`src/rtl/state_dump_unit.sv`:
```
`default_nettype none
`timescale 1ns/1ps
// ============================================================================
// Module      : state_dump_unit
// Description : Freezes the core, then streams every register-file word and
//               every data-memory word out over a valid/ready port.
// Revision    : 1.0 - initial release
// ============================================================================
module state_dump_unit #(
    parameter int DATA_WIDTH     = 16,
    parameter int REG_ADDR_WIDTH = 4,
    parameter int REG_COUNT      = 16,
    parameter int MEM_ADDR_WIDTH = 8,
    parameter int MEM_DEPTH      = 256
) (
    input  logic                      clock,
    input  logic                      reset,
    input  logic                      start,
    output logic                      cpu_halt,
    output logic                      busy,
    output logic                      done,
    output logic [REG_ADDR_WIDTH-1:0] reg_addr,
    input  logic [DATA_WIDTH-1:0]     reg_data,
    output logic [MEM_ADDR_WIDTH-1:0] mem_addr,
    input  logic [DATA_WIDTH-1:0]     mem_data,
    output logic                      out_valid,
    input  logic                      out_ready,
    output logic [DATA_WIDTH-1:0]     out_data,
    output logic                      out_src,
    output logic                      out_last
);

    // One extra count value so the counters can reach REG_COUNT / MEM_DEPTH.
    localparam int c_reg_cw = $clog2(REG_COUNT + 1);
    localparam int c_mem_cw = $clog2(MEM_DEPTH + 1);

    localparam logic [c_reg_cw-1:0] c_reg_last = c_reg_cw'(REG_COUNT - 1);
    localparam logic [c_mem_cw-1:0] c_mem_last = c_mem_cw'(MEM_DEPTH - 1);
    localparam logic [c_mem_cw-1:0] c_mem_end  = c_mem_cw'(MEM_DEPTH);

    localparam logic [1:0] c_st_idle = 2'd0;
    localparam logic [1:0] c_st_regs = 2'd1;
    localparam logic [1:0] c_st_mems = 2'd2;
    localparam logic [1:0] c_st_done = 2'd3;

    logic [1:0]            r_state;
    logic [c_reg_cw-1:0]   r_reg_cnt;
    logic [c_mem_cw-1:0]   r_mem_cnt;
    logic                  r_out_valid;
    logic [DATA_WIDTH-1:0] r_out_data;
    logic                  r_out_src;
    logic                  r_out_last;
    logic                  w_free;

    assign w_free    = !r_out_valid || out_ready;

    assign reg_addr  = r_reg_cnt[REG_ADDR_WIDTH-1:0];
    assign mem_addr  = r_mem_cnt[MEM_ADDR_WIDTH-1:0];

    assign cpu_halt  = (r_state == c_st_regs) || (r_state == c_st_mems);
    assign busy      = (r_state == c_st_regs) || (r_state == c_st_mems);
    assign done      = (r_state == c_st_done);

    assign out_valid = r_out_valid;
    assign out_data  = r_out_data;
    assign out_src   = r_out_src;
    assign out_last  = r_out_last;

    always_ff @(posedge clock) begin
        if (reset) begin
            r_state     <= c_st_idle;
            r_reg_cnt   <= '0;
            r_mem_cnt   <= '0;
            r_out_valid <= 1'b0;
            r_out_data  <= '0;
            r_out_src   <= 1'b0;
            r_out_last  <= 1'b0;
        end else begin
            case (r_state)
                c_st_idle: begin
                    if (start) begin
                        r_state   <= c_st_regs;
                        r_reg_cnt <= '0;
                        r_mem_cnt <= '0;
                    end
                end
                c_st_regs: begin
                    if (w_free) begin
                        r_out_valid <= 1'b1;
                        r_out_data  <= reg_data;
                        r_out_src   <= 1'b0;
                        r_out_last  <= 1'b0;
                        r_reg_cnt   <= r_reg_cnt + 1'b1;
                        // Memory reads start on the very next free cycle: no bubble.
                        if (r_reg_cnt == c_reg_last) begin
                            r_state <= c_st_mems;
                        end
                    end
                end
                c_st_mems: begin
                    if (w_free) begin
                        if (r_mem_cnt != c_mem_end) begin
                            r_out_valid <= 1'b1;
                            r_out_data  <= mem_data;
                            r_out_src   <= 1'b1;
                            r_out_last  <= (r_mem_cnt == c_mem_last);
                            r_mem_cnt   <= r_mem_cnt + 1'b1;
                        end else begin
                            // Final word has just been accepted.
                            r_out_valid <= 1'b0;
                            r_out_last  <= 1'b0;
                            r_state     <= c_st_done;
                        end
                    end
                end
                c_st_done: begin
                    r_state <= c_st_idle;
                end
                default: begin
                    r_state <= c_st_idle;
                end
            endcase
        end
    end

endmodule
`default_nettype wire
```
`config.mk`:
```
export PLATFORM = sky130hd
export DESIGN_NAME = state_dump_unit
export DESIGN_NICKNAME = d
export VERILOG_FILES = /design/src/rtl/state_dump_unit.sv
export SDC_FILE = /design/constraint.sdc
export NUM_CORES = 1
export LEC_CHECK = 0
export CAP_MARGIN = 20
export CORE_ASPECT_RATIO = 1.75
export CORE_MARGIN = 1.5
export CORE_UTILIZATION = 48
export CTS_CLUSTER_DIAMETER = 80
export DETAILED_ROUTE_END_ITERATION = 8
export PLACE_DENSITY = 0.89
export SYNTH_ARGS = -nofsm -noshare
export SYNTH_HDL_FRONTEND = slang
export SYNTH_SLANG_ARGS = --single-unit
```
`constraint.sdc`:
```
create_clock -name clock -period 2.89 [get_ports clock]
set_input_delay 0.4335 -clock clock [delete_from_list [all_inputs] [get_ports clock]]
set_output_delay 0.4335 -clock clock [all_outputs]
set_load 0.02 [all_outputs]
```
==> reports/qor.yml <==
run_status:
  status: "complete, no violations"
power_and_ir_drop:
  vdd.ir_drop.worst_v: 0.0008740
  power_leakage_nw: 1.000
  power-per-cell-area_mw_per_mm2: 828.5
setup_path:
  r2r_start: "r_state[0]"
  crit_slowest_cell: "sky130_fd_sc_hd__clkdlybuf4s50_1"
  worst-path-max-fanout: 4
  r2r_slack_ns: 0.83
  cp_data_required_time_ns: 2.46
  critical_path.startpoint: "r_state[0]"
  cpLargestDelayFamily: "buffers and inverters"
  worstReg2RegEnd: "r_mem_cnt[0]"
  timing_worst_setup_path_type: "reg2out"
  timing.critical_path.to_type: "output pin"
  worst_setup_path_start_kind: "flip-flop"
  worstPathBufferInverterCount: 2
  worst_reg_to_reg_cells: 6
  worst_stage_delay_on_the_critical_path_ns: 0.61
  worst-endpoint-arrival_ns: 1.70
  crit_path_cell_trace: "inv_1 > ha_1 > clkdlybuf4s50_1"
clocking:
  clock_tree_from_tritoncts: "yes"
  post_cts_buffers: 0
  cts-resized-gates: 0
  cts.reportedPaths.clkPinSlew_ns: 0.07
  cts-hold-fix-buffers: 0
  cts_sinks: 35
  cts.root.buffer_cell: "sky130_fd_sc_hd__clkbuf_8"
  worst_skew_pair.late_latency_ns: 0.29
  cts_max_level: 2
  cts-buffers-inserted: 5
  clockBufferDepth: 2
route:
  avgViaCountPerCell: 5.535
  drt_pre_antenna_iters: 4
  vias: 1727
  route.detailed.wl_per_inst_um: 14.80
  remaining_drc_errors: 0
  initialDrtViolationCount: 19
  ant_nets_after_route: 0
  drt_wl_total_mm: 4.619
die:
  top_level_ports: 70
  total_die_area_mm2: 0.004500
  coreArea_mm2: 0.003904
  die_h_um: 87.63
  fp-row-count: 30
  floorplan.die.width_um: 51.36
  floorplan.initialDensity_pct: 50.32
yosys:
  synth_compound_gate_area_share_pct: 21.15
  netlist_area_pre_place_mm2: 0.001964
  syn-mean-instance-area_um2: 9.677
  synth_top_family_by_area: "simple AND/OR/NAND/NOR gates"
  synthMostInstantiatedCell: "sky130_fd_sc_hd__dfxtp_1"
  post_synth_xor_area_fraction_pct: 0.8917
  synth_top_area_share_pct: 35.67
  synthArstFlopShare_pct: 0
  synth_top_cells_by_area: "sky130_fd_sc_hd__dfxtp_1, sky130_fd_sc_hd__a221o_1, sky130_fd_sc_hd__ha_1"
  yosys.area_share.adder_pct: 6.369
  muxShareOfSynthArea_pct: 2.611
  netlist-cell-type-count: 49
  synth_top_cells_by_count: "sky130_fd_sc_hd__dfxtp_1, sky130_fd_sc_hd__a221o_1, sky130_fd_sc_hd__and2_0, sky130_fd_sc_hd__buf_4"
  synth_fp_nets: 249
  synthesis.instances: 203
  most_used_flip_flop_cell_after_synthesis: "sky130_fd_sc_hd__dfxtp_1"
  synth_top_cell_by_area: "sky130_fd_sc_hd__dfxtp_1"
  fraction_of_the_mapped_netlist_area_in_simple_logic_gates_pct: 23.38
  ys_seq_area_share_pct: 35.67
  postSynthRegisterBits: 35
  ys.warnings.count: 0
  edff_count_synth: 0
sta:
  clock-skew-final_ns: 0.01044
  timing.final.crit_share_pct: 73.74
  setup_viol: 0
  max_slew_margin_vs_limit_pct: 56.50
  timing.setup.tns_ns: 0
  timing.final.max_slew_violations: 0
  layout_min_cycle_time_ns: 2.131
  fmax_mhz: 469.2
  worstMarginPinSlew_ns: 0.6343
  grt_setup_unrepaired: "no"
  final_hold_viol_count: 0
worst_hold_path:
  worst_hold_path.endpoint: "out_last"
  whs_path_depth: 2
  min-delay-start: "out_last"
  holdCritPathClass: "reg2reg"
finish:
  utilization_pct: 69.33
  num-nets-final: 309
  post_route_cells_drive_above_1_share_pct: 9.848
  area.growth.synth_to_final_pct: 37.77
  area_taken_by_flip_flops_and_latches_um2: 700.7
  multi_input_comb_area_mm2: 0.001069
  nFillCells: 314
  antenna_cells_inserted: 0
placed_design:
  io_buffer_count: 69
  total_half_perimeter_wirelength_after_legalization_and_detailed_placement_mm: 3.544
  gp_routability_congestion: 0.8308
flow_run:
  drv.max_cap_violation_count: 0
global_route:
  number_of_global_route_vias_before_repair: 1673
  grt_max_degree: 19
  grt_first_pass_wirelength_mm: 7.314
  gr-usage-all-layers_pct: 21.32
  initial_antenna_violation_count: 0
  grt_overflow_total: 0
==> layout by cell type (no fill, tap or decap), drive strengths merged, types with 4 or more instances in the layout <==
cell / count
ha: 10
a221o: 16
o21ai: 5
inv: 9
dfxtp: 35
nor4b: 5
nand2b: 6
a211oi: 4
buf: 7
nand4: 4
mux2i: 4
nand2: 9
and2: 17
clkbuf: 8
clkdlybuf4s50: 69
a21oi: 12
nand3: 5
nor2: 10
==> area by class of cell <==
class | instances | area share (%)
Sequential cell | 35 | 25.89
Timing Repair Buffer | 76 | 27.46
Multi-Input combinational cell | 136 | 39.48
Inverter | 9 | 1.248
Tap cell | 48 | 2.219
Clock buffer | 8 | 3.699
==> sequential cells by signal (all words and copies together) (netlist names) <==
register and count:
out_data 16, r_mem_cnt 9, r_reg_cnt 5, r_state 2
out_last 1, out_src 1, out_valid 1
==> kinds of logic (layout without fill, tap and decap cells) <==
family,Yosys count,after routing
mux,5,5
compound gates,48,48
flops,35,35
simple gates,71,71
xor+xnor,2,2
fa+ha+maj,10,10
buf+inv,32,93
==> report_power, final <==
group          switching (W)  total (W)  internal (W)
registers          0.0000823   0.000694      0.000612
clock network       0.000171   0.000389      0.000217
logic               0.000611    0.00116      0.000548
total               0.000864    0.00224       0.00138
==> metrics by stage <==
| stage | power (W) | setup WS (ns) | cell area [µm²] | std cells | hold WS, ns |
|---|---|---|---|---|---|
| after floorplan | 0.001444 | 1.119 | 1964 | 203 | 0.4551 |
| after global placement | 0.001844 | 0.6856 | 2606 | 304 | 0.4395 |
| after detailed placement | 0.001861 | 0.6505 | 2606 | 304 | 0.4572 |
| after CTS | 0.002257 | 0.7428 | 2706 | 312 | 0.4667 |
| after global routing | 0.002375 | 0.6361 | 2706 | 312 | 0.4959 |
| final | 0.002242 | 0.7589 | 2706 | 312 | 0.4659 |
==> worst register-to-register path, stage by stage, from the launching register on <==
cell and delay, ns:
sky130_fd_sc_hd__dfxtp_1 0.33, sky130_fd_sc_hd__inv_1 0.13, sky130_fd_sc_hd__ha_1 0.26, sky130_fd_sc_hd__mux2i_1 0.59, sky130_fd_sc_hd__nor2_1 0.11, sky130_fd_sc_hd__a211oi_2 0.37, sky130_fd_sc_hd__mux2_2 0.22
==> routing by layer <==
layer  GRT usage, %  routed length [µm]  vias up
li1               -                   -      853
met1          21.41                1785      807
met2          38.81                2395       55
met3          5.119                 245       12
met4          12.20                 193        0
met5              0                   0        -
==> how the worst max path moves through the flow <==
stage                     cells after the start  slack, ns      endpoint
final                                         3       0.76          busy
after global routing                          6       0.64  r_mem_cnt[0]
after CTS                                     3       0.74          busy
after detailed placement                      5       0.65  r_mem_cnt[6]
after global placement                        5       0.69  r_mem_cnt[6]
after floorplan                               7       1.12  r_mem_cnt[6]
(Power assumes the default switching activity.)
